**config.mk**
```make
export PLATFORM = sky130hd
export DESIGN_NAME = uart_io_controller
export DESIGN_NICKNAME = d
export VERILOG_FILES = /design/src/rtl/uart_io_controller.sv
export SDC_FILE = /design/constraint.sdc
export NUM_CORES = 1
export LEC_CHECK = 0
export CORE_MARGIN = 4
export CORE_UTILIZATION = 60
export CTS_BUF_LIST = sky130_fd_sc_hd__clkbuf_2 sky130_fd_sc_hd__clkbuf_4 sky130_fd_sc_hd__clkbuf_8
export DETAILED_ROUTE_END_ITERATION = 16
export HOLD_SLACK_MARGIN = 0.03
export PLACE_DENSITY = 0.89
export SKIP_CTS_REPAIR_TIMING = 1
export SLEW_MARGIN = 30
export SYNTH_ARGS = -nofsm -noshare
export SYNTH_HDL_FRONTEND = slang
export SYNTH_SLANG_ARGS = --single-unit
```
**constraint.sdc**
```tcl
create_clock -name clk -period 3.4 [get_ports clk]
set_clock_uncertainty 0.1 [all_clocks]
set_input_delay 0.51 -clock clk [delete_from_list [all_inputs] [get_ports clk]]
set_output_delay 0.51 -clock clk [all_outputs]
set_load 0.1 [all_outputs]
```
**src/rtl/uart_io_controller.sv**
```systemverilog
// Polled UART slot: 4-deep TX FIFO feeding an 8N1 shifter, RX deserializer with 1-byte holding register.
// Latency: TX line drops 2 cycles after a DATA write; writes into a full FIFO are dropped and flag tx_overflow.

// Generic FIFO: 1-cycle write-to-read latency; wr_rdy drops when full unless a read frees a slot this cycle.
module fifo #(
  parameter int W     = 8,
  parameter int DEPTH = 4
) (
  input  logic                     clk,
  input  logic                     reset,
  input  logic                     wr_vld,
  output logic                     wr_rdy,
  input  logic [W-1:0]             wr_dat,
  output logic                     rd_vld,
  input  logic                     rd_rdy,
  output logic [W-1:0]             rd_dat,
  output logic [$clog2(DEPTH):0]   count
);
  localparam int AW = $clog2(DEPTH);

  logic [W-1:0]  mem [DEPTH];
  logic [AW-1:0] wptr;
  logic [AW-1:0] rptr;
  logic          do_wr;
  logic          do_rd;

  assign rd_vld = (count != '0);
  assign do_rd  = rd_vld && rd_rdy;
  assign wr_rdy = (count != (AW+1)'(DEPTH)) || do_rd;
  assign do_wr  = wr_vld && wr_rdy;
  assign rd_dat = mem[rptr];

  always_ff @(posedge clk) begin
    if (do_wr) mem[wptr] <= wr_dat;
  end

  always_ff @(posedge clk or posedge reset) begin
    if (reset) begin
      wptr  <= '0;
      rptr  <= '0;
      count <= '0;
    end else begin
      if (do_wr) wptr <= wptr + 1'b1;
      if (do_rd) rptr <= rptr + 1'b1;
      count <= count + (AW+1)'(do_wr) - (AW+1)'(do_rd);
    end
  end
endmodule

module uart_io_controller #(
  parameter int CLKS_PER_BIT = 868,
  parameter int TX_DEPTH     = 4
) (
  input  logic        clk,
  input  logic        reset,
  input  logic        we,
  input  logic [1:0]  reg_sel,
  input  logic        cs,
  input  logic [15:0] in,
  output logic [15:0] out,
  input  logic        rx,
  output logic        tx
);
  typedef enum logic [1:0] {S_IDLE, S_START, S_DATA, S_STOP} state_t;

  logic        wr_en;
  logic        ctrl_wr;
  logic        clr_valid;
  logic        clr_err;
  logic [15:0] baud;

  assign wr_en     = cs && we;
  assign ctrl_wr   = wr_en && (reg_sel == 2'd3);
  assign clr_valid = ctrl_wr && in[0];
  assign clr_err   = ctrl_wr && in[1];

  always_ff @(posedge clk or posedge reset) begin
    if (reset) baud <= 16'(CLKS_PER_BIT);
    else if (wr_en && reg_sel == 2'd2) baud <= (in < 16'd4) ? 16'd4 : in;
  end

  // TX: FIFO pops on the same edge the shifter leaves IDLE
  state_t      tx_state;
  logic [15:0] tx_cnt;
  logic [2:0]  tx_bit;
  logic [7:0]  tx_shr;
  logic        tx_overflow;
  logic        push;
  logic        fifo_wr_rdy;
  logic        fifo_rd_vld;
  logic        fifo_rd_rdy;
  logic [7:0]  fifo_rd_dat;
  logic [2:0]  fifo_count;
  logic        fifo_full;
  logic        fifo_empty;
  logic        tx_busy;

  assign push        = wr_en && (reg_sel == 2'd0);
  assign fifo_rd_rdy = (tx_state == S_IDLE);
  assign fifo_full   = (fifo_count == 3'(TX_DEPTH));
  assign fifo_empty  = !fifo_rd_vld;
  assign tx_busy     = (tx_state != S_IDLE);

  fifo #(.W(8), .DEPTH(TX_DEPTH)) u_tx_fifo (
    .clk    (clk),
    .reset  (reset),
    .wr_vld (push),
    .wr_rdy (fifo_wr_rdy),
    .wr_dat (in[7:0]),
    .rd_vld (fifo_rd_vld),
    .rd_rdy (fifo_rd_rdy),
    .rd_dat (fifo_rd_dat),
    .count  (fifo_count)
  );

  always_ff @(posedge clk or posedge reset) begin
    if (reset) begin
      tx_state <= S_IDLE;
      tx_cnt   <= '0;
      tx_bit   <= '0;
      tx_shr   <= '0;
      tx       <= 1'b1;
    end else begin
      case (tx_state)
        S_IDLE: begin
          tx <= 1'b1;
          if (fifo_rd_vld) begin
            tx_shr   <= fifo_rd_dat;
            tx       <= 1'b0;
            tx_cnt   <= baud - 16'd1;
            tx_state <= S_START;
          end
        end
        S_START: begin
          if (tx_cnt == '0) begin
            tx       <= tx_shr[0];
            tx_shr   <= {1'b0, tx_shr[7:1]};
            tx_bit   <= '0;
            tx_cnt   <= baud - 16'd1;
            tx_state <= S_DATA;
          end else tx_cnt <= tx_cnt - 16'd1;
        end
        S_DATA: begin
          if (tx_cnt == '0) begin
            tx_cnt <= baud - 16'd1;
            if (tx_bit == 3'd7) begin
              tx       <= 1'b1;
              tx_state <= S_STOP;
            end else begin
              tx     <= tx_shr[0];
              tx_shr <= {1'b0, tx_shr[7:1]};
              tx_bit <= tx_bit + 3'd1;
            end
          end else tx_cnt <= tx_cnt - 16'd1;
        end
        default: begin
          if (tx_cnt == '0) tx_state <= S_IDLE;
          else tx_cnt <= tx_cnt - 16'd1;
        end
      endcase
    end
  end

  // RX
  state_t      rx_state;
  logic        rx_s1;
  logic        rx_s2;
  logic        rx_prev;
  logic [15:0] rx_cnt;
  logic [2:0]  rx_bit;
  logic [7:0]  rx_shr;
  logic [7:0]  rx_byte;
  logic        rx_valid;
  logic        rx_overrun;
  logic        frame_err;
  logic        rx_done;
  logic        rx_load;
  logic        overrun_set;
  logic        ferr_set;
  logic        ovf_set;

  assign rx_done     = (rx_state == S_STOP) && (rx_cnt == '0);
  // A CTRL clear landing with a completed byte frees the holding register for it
  assign rx_load     = rx_done && rx_s2 && (!rx_valid || clr_valid);
  assign overrun_set = rx_done && rx_s2 && rx_valid && !clr_valid;
  assign ferr_set    = rx_done && !rx_s2;
  assign ovf_set     = push && !fifo_wr_rdy;

  always_ff @(posedge clk or posedge reset) begin
    if (reset) begin
      rx_s1    <= 1'b1;
      rx_s2    <= 1'b1;
      rx_prev  <= 1'b1;
      rx_state <= S_IDLE;
      rx_cnt   <= '0;
      rx_bit   <= '0;
      rx_shr   <= '0;
    end else begin
      rx_s1   <= rx;
      rx_s2   <= rx_s1;
      rx_prev <= rx_s2;
      case (rx_state)
        S_IDLE: begin
          if (rx_prev && !rx_s2) begin
            rx_cnt   <= (baud >> 1) - 16'd1;
            rx_state <= S_START;
          end
        end
        S_START: begin
          if (rx_cnt == '0) begin
            rx_cnt   <= baud - 16'd1;
            rx_bit   <= '0;
            rx_state <= rx_s2 ? S_IDLE : S_DATA;
          end else rx_cnt <= rx_cnt - 16'd1;
        end
        S_DATA: begin
          if (rx_cnt == '0) begin
            rx_shr <= {rx_s2, rx_shr[7:1]};
            rx_cnt <= baud - 16'd1;
            if (rx_bit == 3'd7) rx_state <= S_STOP;
            else rx_bit <= rx_bit + 3'd1;
          end else rx_cnt <= rx_cnt - 16'd1;
        end
        default: begin
          if (rx_cnt == '0) rx_state <= S_IDLE;
          else rx_cnt <= rx_cnt - 16'd1;
        end
      endcase
    end
  end

  always_ff @(posedge clk or posedge reset) begin
    if (reset) begin
      rx_byte     <= '0;
      rx_valid    <= 1'b0;
      rx_overrun  <= 1'b0;
      frame_err   <= 1'b0;
      tx_overflow <= 1'b0;
    end else begin
      if (rx_load) rx_byte <= rx_shr;
      rx_valid    <= rx_load || (rx_valid && !clr_valid);
      rx_overrun  <= overrun_set || (rx_overrun && !clr_err);
      frame_err   <= ferr_set || (frame_err && !clr_err);
      tx_overflow <= ovf_set || (tx_overflow && !clr_err);
    end
  end

  always_comb begin
    out = 16'h0000;
    case (reg_sel)
      2'd0: out = {8'h00, rx_byte};
      2'd1: out = {5'b0, fifo_count, 1'b0, tx_overflow, frame_err, rx_overrun,
                   tx_busy, fifo_empty, fifo_full, rx_valid};
      2'd2: out = baud;
      default: out = 16'h0000;
    endcase
  end
endmodule
```
==> results of run 1 <==
Yosys cell counts (3+ instances only):
cell      number  area share
mux2_1         9       0.014
o22ai_1       11      0.0093
o21ai_1       24       0.016
mux4_2         8       0.024
nor4_2         5      0.0084
dfstp_2        9       0.032
edfxtp_1      32        0.13
xnor2_1       14       0.017
mux2i_1        9       0.012
nand2b_1       5      0.0042
and4_1         3      0.0035
nor4b_1        3      0.0035
nor4_1         8      0.0068
clkbuf_1      28       0.014
and3_1         4      0.0034
nor2b_1        6      0.0051
nor2_1        42       0.021
xor2_1        17       0.020
mux2_4         8       0.016
nand4_1        7      0.0059
and2_1        15       0.013
o21ai_0       37       0.025
or4_1          4      0.0041
mux2_2        28       0.043
a21oi_1       34       0.023
or3_1          7      0.0059
inv_1         27       0.014
a211oi_1       7      0.0071
nand2_1       56       0.028
buf_1          4      0.0020
nor3_1        22       0.015
dfrtp_1       88        0.30
a31oi_1       11      0.0093
a22o_1        20       0.024
buf_2          7      0.0047
nand3_1       16       0.011
ha_1          23       0.039
power by group through the flow:
stage / registers, mW / clock network (mW) / logic [mW]
3_3_place_gp: 2.45 / 0 / 3.44
6_report: 2.47 / 1.41 / 3.65
3_5_place_dp: 2.47 / 0 / 3.59
5_1_grt: 2.52 / 1.50 / 3.95
2_1_floorplan: 2.28 / 0 / 2.90
4_1_cts: 2.45 / 1.42 / 3.60
logic make-up after synthesis:
kind of cell | count (synthesis)
and+or+nand+nor | 215
AOI/OAI and AO/OA | 181
DFF | 129
buffers and inverters | 69
muxes | 62
xor gates and xnor gates | 31
adders and majority gates | 24
final timing paths:
path / startpoint / endpoint / slack [ns] / cells past startpoint
min reg2reg: rx_s1$_DFF_PP1_ / rx_s2$_DFF_PP1_ / 0.26 / 0
min in group asynchronous: reset / tx_bit[2]$_DFFE_PP0P_ / 0.40 / 2
max reg2reg: rx_cnt[0]$_DFFE_PP0P_ / rx_byte[6]$_DFFE_PP0P_ / 0.45 / 7
max in group asynchronous: reset / baud[9]$_DFFE_PP1P_ / 2.06 / 3
min: rx_s1$_DFF_PP1_ / rx_s2$_DFF_PP1_ / 0.26 / 0
max: rx_cnt[0]$_DFFE_PP0P_ / rx_byte[6]$_DFFE_PP0P_ / 0.45 / 7
routing by layer:
layer	up-vias	global-route usage	wire length (microns)
met1	2959	0.3646	7733
met4	0	0.09558	608
met3	62	0.06790	1600
li1	2724	-	-
met5	-	0	0
met2	337	0.4550	9266
final cells by class:
cell class,count,share of cell area
Sequential cell,129,0.3966
Clock buffer,21,0.03153
Multi-Input combinational cell,513,0.4361
Tap cell,168,0.02453
Clock inverter,11,0.01766
Inverter,29,0.01299
Timing Repair Buffer,58,0.08058
sequential cells by signal (all words and copies together), names as in the netlist, 2 cells and up:
signal and cells:
tx_bit 3, u_tx_fifo.wptr 2, rx_byte 8, u_tx_fifo.mem 32, rx_bit 3, tx_cnt 16, rx_state 2, u_tx_fifo.count 3
baud 16, rx_shr 8, tx_state 2, rx_cnt 16, u_tx_fifo.rptr 2, tx_shr 8
layout by cell type (no fill, tap or decap), types with 17 or more instances in the layout:
| master | netlist | routed |
|---|---|---|
| edfxtp_1 | 32 | 32 |
| nor2_1 | 42 | 42 |
| o21ai_1 | 24 | 31 |
| buf_4 | 0 | 20 |
| xor2_1 | 17 | 17 |
| inv_1 | 27 | 26 |
| a21oi_1 | 34 | 33 |
| ha_1 | 23 | 23 |
| a22o_1 | 20 | 20 |
| nor3_1 | 22 | 22 |
| clkbuf_8 | 0 | 18 |
| o21ai_0 | 37 | 30 |
| nand2_1 | 56 | 56 |
| dfrtp_1 | 88 | 88 |
| clkdlybuf4s50_1 | 0 | 22 |
| mux2_2 | 28 | 28 |
critical path, stage by stage (launching register included):
cell	delay (ns)
dfrtp_1	0.43
inv_1	0.12
ha_1	0.23
nor4b_1	0.32
and4_1	0.58
nand3_1	0.23
nand2b_1	0.39
mux2_1	0.42
per-stage QoR:
step / power (mW) / cells / worst slack (ns) / util
global placement: 5.883 / 897 / 0.7021 / 0.6753
finish: 7.525 / 929 / 0.4534 / 0.7106
detailed placement: 6.061 / 897 / 0.5678 / 0.6756
global route: 7.961 / 929 / 0.2824 / 0.7106
floorplan: 5.171 / 711 / 0.2712 / -
CTS: 7.471 / 929 / 0.4934 / 0.7106
==> results.yml, run 1 <==
grt:
  track_usage: 0.2786
  grt_overflow_total: 0
  antenna_found_initial: 0
  grt_pass1_wl_microns: 31180
  grt_max_degree: 51
  grt_pass1_vias: 5969
sta:
  final_hold_viol_count: 0
  fin_crit_sh: 0.8667
  relSlewSlack: 0.4912
  drv_slew: 0
  hold_slack_ns: 0.2593
  setup_tns_ns: 0
  report.final.setup_viol: 0
  max_freq_mhz: 339.4
  tightest_slew_ns: 0.7632
  rsz0062_at_grt: "no"
  finalCriticalPeriod_ns: 2.947
floorplan:
  core-area_sq_um: 12060
  placementRows: 40
  dieWidth_microns: 119.1
  dieArea_sq_um: 14190
  die_h_microns: 119.1
  start_util: 0.6142
  boundaryPins: 40
yosys:
  yosys.area_share.xor_xnor: 0.03665
  netlist_instances: 711
  synthAdderAreaFrac: 0.04155
  ys.warnings.count: 0
  synth_top_family_by_area: "compound AO/OA/AOI/OAI gates"
  avgSynthCellArea_sq_um: 10.42
  synthArstFlopShare: 0.7519
  synthFlopType: "dfrtp_1"
  synth-edff-count: 32
  synth_area_sq_um: 7408
  synth-compound-area-share: 0.1608
  synth_cell_type_count: 75
  synthMuxAreaShare: 0.1089
  synth_fp_nets: 758
  yosys.area_share.simple: 0.1561
  ys_seq_area_frac: 0.4589
  synth_seq_cells: 129
route:
  drt_iter0_drc: 781
  dr_total_vias: 6082
  via_per_inst: 6.547
  drtPass1Iterations: 8
  ant_nets: 0
  routed_wl_microns: 19210
  drcViolationCount: 0
  avgRoutedWirePerCell_microns: 20.68
status:
  status: "complete, no violations"
placed_design:
  placed_cell_area_sq_um: 8149
  place.gp.congestion: 0.9732
  dp_hpwl_microns: 13590
  portBuffers: 39
cts:
  clk_latency_ns: 0.45
  cts_tree: "built"
  cts-root-buf: "clkbuf_8"
  cts_buffers: 17
  clockBufferDepth: 2
  clk_pin_slew_ns: 0.08
  clock_sinks: 129
  ctsHtreeMaxLevel: 4
hold_path:
  min_path_type: "reg -> reg"
power:
  seqPwrFrac: 0.328
  powerDensity_nw_per_um2: 878.0
  peakVddDrop_mv: 0.6551
  swShare: 0.4267
  switchingPower_mw: 3.211
  p_int_mw: 4.314
  clockPowerShare: 0.187
  p_leak_nw: 3.518
  power_frac_comb: 0.484
cells_and_area:
  final_area_sq_um: 8571
  layout-drive-gt1-share: 0.1827
  regArea_sq_um: 3400
  nets: 795
  syn_to_final_growth_pct: 15.69
  nFillCells: 797
  n_antenna_cell: 0
  multi_input_area_sq_um: 3737
critical_path:
  worstSetupStartpointType: "register"
  end_kind: "register"
  critPathArrivalTime_ns: 3.18
  path_max_fanout: 10
  worstSetupPathType: "reg -> reg"
  crit_required_ns: 3.63
job:
  drv_cap: 0
Note: power is estimated with default switching activity, not from simulation.
==> run 2, diff against run 1 <==
- SLEW_MARGIN: 30 -> unset
==> run 2 against run 1 <==
Die area unchanged. Non-clock buffer count unchanged. First-iteration DRC count decreased by 8.7%. Worst hold slack improved by 0.00093 ns. Critical path depth unchanged. Via count decreased by 2.0%. Wire length decreased by 1.9%. Critical endpoint is now rx_byte[5]$_DFFE_PP0P_. Largest cell class unchanged. Highest routed layer unchanged.
==> results.yml, run 2 (synthesized netlist as in run 1, its figures left out) <==
placed_design:
  place.gp.congestion: 0.9732
  placed_cell_area_sq_um: 8145
  dp_hpwl_microns: 13600
  portBuffers: 39
  dp_slack_ns: 0.5778
  dp.cells: 897
cells_and_area:
  utilization: 0.7096
  top_register: "u_tx_fifo.mem"
  largest_register_ffs: 32
  nets: 795
  final_cell_mix: "dfrtp_1 (88), nand2_1 (56), nor2_1 (42), a21oi_1 (34), edfxtp_1 (32)"
  layout-drive-gt1-share: 0.1800
  instances_no_fill: 930
  syn_to_final_growth_pct: 15.54
  layout_commonest_cell: "dfrtp_1"
  nFillCells: 822
  final_area_sq_um: 8559
sta:
  max_freq_mhz: 341.3
  drv_slew: 0
  final_hold_viol_count: 0
  fin_crit_sh: 0.8617
  rsz0062_at_grt: "no"
  setup_slack_ns: 0.4703
  relSlewSlack: 0.1646
  setup_tns_ns: 0
  finalCriticalPeriod_ns: 2.930
  tightest_slew_ns: 1.253
  hold_slack_ns: 0.2602
  report.final.setup_viol: 0
route:
  drt_iter0_drc: 713
  drcViolationCount: 0
  ant_nets: 0
  avgRoutedWirePerCell_microns: 20.26
  drtPass1Iterations: 5
  routed_wl_microns: 18840
  via_per_inst: 6.411
  dr_total_vias: 5962
critical_path:
  path_max_fanout: 10
  worstSetupStartpointType: "register"
  crit_required_ns: 3.64
  r2r_cells: 7
  path_depth: 7
  cp_slowest_stage_delay_ns: 0.56
  end_kind: "register"
  crit_family: "simple AND/OR/NAND/NOR gates"
  cp_cell_sequence: "inv_1 -> ha_1 -> nor4b_1 -> and4_1 -> nand3_1 -> nand2b_1 -> mux2_1"
  worstSetupPathType: "reg -> reg"
  cpMaxStageDelayCell: "and4_1"
  critPathArrivalTime_ns: 3.17
  cp_num_buf_inv: 1
cts:
  clock_sinks: 129
  clockBufferDepth: 2
  cts_tree: "built"
  cts-root-buf: "clkbuf_8"
  cts_buffers: 17
  ctsHtreeMaxLevel: 4
  clk_pin_slew_ns: 0.08
  clk_latency_ns: 0.46
floorplan:
  dieWidth_microns: 119.1
  start_util: 0.6142
  placementRows: 40
  dieArea_sq_um: 14190
  core-area_sq_um: 12060
  die_h_microns: 119.1
  boundaryPins: 40
grt:
  antenna_found_initial: 0
  track_usage: 0.2760
  grt_pass1_vias: 5974
  grt_overflow_total: 0
  grt_pass1_wl_microns: 30700
  grt_max_degree: 51
power:
  switchingPower_mw: 3.215
  p_int_mw: 4.290
  p_leak_nw: 3.511
  seqPwrFrac: 0.329
  powerDensity_nw_per_um2: 876.8
  clockPowerShare: 0.184
  peakVddDrop_mv: 0.4963
  swShare: 0.4283
  power_frac_comb: 0.486
  finalPower_mw: 7.505
job:
  drv_cap: 0
hold_path:
  min_path_type: "reg -> reg"
  whs_path_depth: 0
status:
  status: "complete, no violations"
[run 2: cell type report]
cell class | count | area [sq um] | share of cell area
inverter | 29 | 111.4 | 0.01301
clock inverter | 12 | 155.1 | 0.01813
antenna | 1 | 2.502 | 0.0002924
multi-input combinational | 513 | 3734 | 0.4362
sequential | 129 | 3400 | 0.3972
tap | 168 | 210.2 | 0.02456
clock buffer | 20 | 256.5 | 0.02997
timing repair buffer | 58 | 690.7 | 0.08069
[run 2: path summary, 6_finish.rpt]
kind	slack [ns]	endpoint	start
min	0.26	rx_s2$_DFF_PP1_	rx_s1$_DFF_PP1_
max in group asynchronous	2.07	baud[9]$_DFFE_PP1P_	reset
max	0.47	rx_byte[5]$_DFFE_PP0P_	rx_cnt[0]$_DFFE_PP0P_
max reg2reg	0.47	rx_byte[5]$_DFFE_PP0P_	rx_cnt[0]$_DFFE_PP0P_
min reg2reg	0.26	rx_s2$_DFF_PP1_	rx_s1$_DFF_PP1_
min in group asynchronous	0.38	tx_bit[2]$_DFFE_PP0P_	reset
[run 2: power by group through the flow]
stage	Clock, mW	Sequential, mW	Combinational, mW
2_1_floorplan	0	2.28	2.90
3_3_place_gp	0	2.45	3.44
3_5_place_dp	0	2.47	3.59
4_1_cts	1.40	2.45	3.60
5_1_grt	1.48	2.52	3.95
6_report	1.38	2.47	3.65
[run 2: metal layers]
metal / share of wire / vias to the layer above / GRT usage
met5: 0 / - / 0
li1: - / 2714 / -
met4: 0.027 / 0 / 0.1122
met2: 0.49 / 281 / 0.4338
met1: 0.41 / 2918 / 0.3616
met3: 0.077 / 49 / 0.07787
[run 2: worst reg2reg max path, stage by stage, from the launching register on]
cell and delay (ns):
dfrtp_1 0.43, inv_1 0.12, ha_1 0.22, nor4b_1 0.33, and4_1 0.56, nand3_1 0.24
nand2b_1 0.39, mux2_1 0.42
==> edit 1 (config.mk and constraints of run 1) <==
The 4 states of `state_t` get a one-hot encoding in 4 bits.
--- a/src/rtl/uart_io_controller.sv
+++ b/src/rtl/uart_io_controller.sv
@@ -63,3 +63,3 @@
 );
-  typedef enum logic [1:0] {S_IDLE, S_START, S_DATA, S_STOP} state_t;
+  typedef enum logic [3:0] {S_IDLE = 4'b0001, S_START = 4'b0010, S_DATA = 4'b0100, S_STOP = 4'b1000} state_t;
 
Function: no difference found for any inputs over 4 cycles, from zero or initial values and one cycle with reset high; so few cycles prove little.
==> edit 1 against run 1 <==
  * Cell count rose by 2.4%
  * Synthesized area barely moved
  * Worst setup slack got worse by 0.055 ns
  * Fmax fell by 1.8%
  * First-iteration DRC count fell by 0.64%
  * Sequential share of layout area rose by 1.4 points
  * Power fell by 15%
  * Final area fell by 0.53%
  * Largest power group unchanged
  * Sequential cell count rose by 4
  * Critical endpoint is now out[8]
  * Routed wire length rose by 6.2%
==> edit 1: results <==
metrics = {
    "drt": {
        "met3_length_um": 2040,
        "vias": 6329,
        "totalWireLength_um": 20400,
        "viasPerCell": 6.66,
        "wl_met2_um": 9820,
        "drt_first_pass_iters": 8,
        "wl_met1_um": 7590,
        "drt_iter0_markers": 776,
    },
    "power_and_ir_drop": {
        "p_leak_nw": 3.46,
        "ir_worst_vdd_mv": 0.533,
        "p_switching_w": 0.00280,
    },
    "global_routing": {
        "grtUsageTotal": 0.296,
        "grtUsageMet1": 0.378,
        "met2_usage": 0.473,
        "grt_pass1_wl_um": 32900,
        "grt_pass1_vias": 6186,
        "grtUsageMet3": 0.0684,
        "grt_max_degree": 102,
    },
    "synth": {
        "syn-num-nets": 776,
        "syn_inst": 736,
        "synthTopCellsByCount": "dfrtp_1, o21ai_0, nand2_1",
        "ys_async_sr_fraction": 0.759,
        "synthTopCellsByArea": "dfrtp_1, edfxtp_1, o21ai_0, mux2_2, nand2_1",
        "synth-compound-area-share": 0.150,
        "post_synth_xor_area_fraction": 0.0378,
        "synth_mux_area_frac": 0.0900,
        "seq_area_frac_synth": 0.473,
    },
    "clock_tree": {
        "clk_pin_slew_ns": 0.08,
        "clk_latency_ns": 0.47,
    },
    "finish": {
        "final_nets": 810,
        "stdcell_area_mm2": 0.00853,
        "drive_gt1_frac": 0.169,
        "largest_register_ffs": 32,
    },
    "timing": {
        "slew_headroom": 0.367,
    },
    "critical_path": {
        "reg2reg_to": "tx_shr[1]$_DFFE_PP0P_",
        "rr_startpoint": "tx_cnt[0]$_DFFE_PP0P_",
        "arrival_ns": 2.39,
        "cp_max_fo": 15,
        "cp_slowest_cell": "clkdlybuf4s50_1",
        "cp_top_family": "buffers and inverters",
        "r2r_setup_slack_ns": 0.47,
        "rr_worst_depth": 9,
        "end_kind": "output port",
        "max_stage_delay_ns": 0.69,
    },
    "place": {
        "dp_cells": 919,
        "place.gp.congestion": 0.964,
        "dpl.hpwl_um": 14200,
    },
    "outcome": {
        "status": "finished clean",
    },
    "hold_path": {
        "whs_path_depth": 0,
    },
}
-- edit 1: cell types whose count changed in the layout (fill, tap and decap cells not counted), sizes merged, moves of 7 or more --
cell,before,now
nand2,56,78
a22o,20,4
ha,23,16
o21ai,62,83
nor2,42,51
mux2i,9,16
mux2,45,29
-- edit 1: how the worst max path moves through the flow --
stage                          startpoint                      endpoint  slack (ns)
finish                         reg_sel[0]                        out[8]        0.40
CTS                            reg_sel[0]                       out[12]        0.50
global route        tx_cnt[0]$_DFFE_PP0P_         tx_shr[1]$_DFFE_PP0P_        0.22
floorplan                      reg_sel[1]                        out[8]       0.001
global placement               reg_sel[0]                        out[2]        0.68
detailed placement             reg_sel[0]  u_tx_fifo.count[1]$_DFF_PP0_        0.45
-- edit 1: power by group through the flow --
stage / logic [W] / registers [W] / clock network (W)
2_1_floorplan: 0.00196 / 0.00225 / 0
3_3_place_gp: 0.00234 / 0.00245 / 0
3_5_place_dp: 0.00246 / 0.00249 / 0
4_1_cts: 0.00250 / 0.00247 / 0.00135
5_1_grt: 0.00278 / 0.00253 / 0.00142
6_report: 0.00255 / 0.00249 / 0.00134
-- edit 1: area by class of cell --
cell class	count	share of cell area
Multi-Input combinational cell	539	0.428
Sequential cell	133	0.411
Timing Repair Buffer	54	0.0790
Clock buffer	17	0.0274
Tap cell	168	0.0247
Clock inverter	15	0.0191
Inverter	25	0.0113
-- edit 1: metrics by stage --
stage | setup slack, ns | hold WS, ns
2_1_floorplan | 0.00121 | 0.245
3_3_place_gp | 0.678 | 0.250
3_5_place_dp | 0.451 | 0.249
4_1_cts | 0.496 | 0.261
5_1_grt | 0.221 | 0.262
6_report | 0.398 | 0.261
==> edit 2 (flow settings as in run 1) <==
Made on the original files. Set the parameter `CLKS_PER_BIT` to 512 (it was 868).
--- a/src/rtl/uart_io_controller.sv
+++ b/src/rtl/uart_io_controller.sv
@@ -50,3 +50,3 @@
 module uart_io_controller #(
-  parameter int CLKS_PER_BIT = 868,
+  parameter int CLKS_PER_BIT = 512,
   parameter int TX_DEPTH     = 4
Formal check against the unedited RTL: not equivalent (a bounded check fails within 4 cycles, from zero or initial values and one cycle with reset high).
==> edit 2 against run 1 <==
  * Synthesized cell count is the same
  * Synthesized area is essentially flat
  * Power shrank 0.11%
  * Fmax grew 3.0%
  * Worst setup slack gained 0.087 ns
  * Sequential cell count is the same
  * Routed wire length grew 0.83%
  * Final area shrank 0.23%
  * Critical path type unchanged
  * Critical endpoint is now tx_cnt[4]$_DFFE_PP0P_
==> edit 2: results <==
metrics = {
    "outcome": {
        "status": "finished clean",
    },
    "finish": {
        "drive_gt1_frac": 0.178,
        "final_nets": 796,
        "finalNonFillerCells": 930,
        "fill_cells": 828,
    },
    "synth": {
        "ys_warn_count": 0,
        "synth.avg_cell_area_um2": 10.4,
        "synthTopCellsByCount": "dfrtp_1, nand2_1, nor2_1",
        "synthTopCellsByArea": "dfrtp_1, edfxtp_1, mux2_2, ha_1, nand2_1",
        "seq_area_frac_synth": 0.459,
    },
    "drt": {
        "viasPerCell": 6.52,
        "drt_iter0_markers": 780,
        "totalWireLength_um": 19400,
        "drt_first_pass_iters": 9,
    },
    "global_routing": {
        "grt_pass1_vias": 6205,
        "grt_pass1_wl_um": 31900,
        "grt_max_degree": 62,
        "grtUsageTotal": 0.285,
    },
    "critical_path": {
        "max_stage_delay_ns": 0.66,
        "reg2reg_to": "tx_cnt[4]$_DFFE_PP0P_",
        "cp_max_fo": 19,
        "rr_worst_depth": 6,
        "arrival_ns": 3.10,
        "r2r_setup_slack_ns": 0.54,
        "cp_slowest_cell": "or4_1",
    },
    "place": {
        "dpl.hpwl_um": 13700,
        "dp_cells": 898,
        "place.gp.congestion": 0.970,
    },
    "power_and_ir_drop": {
        "p_leak_nw": 3.52,
    },
    "hold_path": {
        "min_from": "rx_s1$_DFF_PP1_",
    },
    "timing": {
        "slew_headroom": 0.527,
    },
}
[edit 2: worst register-to-register path: stages (launching register included)]
cell and delay (ns):
dfrtp_1 0.44, or4_1 0.66, nor4_4 0.38, a41o_1 0.65, nor4_1 0.11, o21bai_1 0.18
a22o_1 0.24
[edit 2: worst max path at each step]
| stage | startpoint | to | slack (ns) | cells past startpoint |
|---|---|---|---|---|
| 2_1_floorplan | reset | baud[0]$_DFFE_PP0P_ | 0.26 | 1 |
| 3_3_place_gp | tx_cnt[6]$_DFFE_PP0P_ | tx_cnt[4]$_DFFE_PP0P_ | 0.72 | 6 |
| 3_5_place_dp | tx_cnt[10]$_DFFE_PP0P_ | tx_cnt[13]$_DFFE_PP0P_ | 0.60 | 6 |
| 4_1_cts | tx_cnt[10]$_DFFE_PP0P_ | tx_cnt[13]$_DFFE_PP0P_ | 0.58 | 6 |
| 5_1_grt | tx_cnt[6]$_DFFE_PP0P_ | tx_cnt[4]$_DFFE_PP0P_ | 0.39 | 6 |
| 6_report | tx_cnt[6]$_DFFE_PP0P_ | tx_cnt[4]$_DFFE_PP0P_ | 0.54 | 6 |
[edit 2: final cells by class]
cell class,count,area (µm²),area share
clock buffer,18,241,0.0282
tap,168,210,0.0246
timing repair buffer,59,698,0.0817
sequential,129,3390,0.397
multi-input combinational,513,3740,0.437
clock inverter,14,158,0.0184
inverter,29,111,0.0130
[edit 2: kinds of logic (layout without fill, tap and decap cells)]
group	count (synthesis)	count (layout)	share of synthesized area
buffers and inverters	69	120	0.0372
xor gates and xnor gates	31	31	0.0367
DFF	129	129	0.459
adders and majority gates	24	24	0.0416
and+or+nand+nor	215	215	0.156
muxes	62	62	0.109
AOI/OAI and AO/OA	181	181	0.161
[edit 2: per-stage QoR]
stage	setup slack [ns]	hold slack (ns)	cell area, µm²
after floorplan	0.265	0.245	7400
after global placement	0.721	0.248	8150
after detailed placement	0.604	0.256	8150
after CTS	0.584	0.273	8550
after global routing	0.386	0.269	8550
final	0.540	0.272	8550
[edit 2: per-layer routing]
layer	wire, µm	track usage	up-vias	share of wire
met5	0	0	-	0
met4	841	0.130	0	0.043
met3	1700	0.0760	75	0.088
met2	9300	0.457	352	0.48
met1	7530	0.362	2915	0.39
li1	-	-	2722	-
[edit 2: power by group]
| group | internal, W | switching (W) | total (W) |
|---|---|---|---|
| sequential | 0.00196 | 0.000503 | 0.00247 |
| clock | 0.000674 | 0.000663 | 0.00134 |
| combinational | 0.00158 | 0.00213 | 0.00371 |
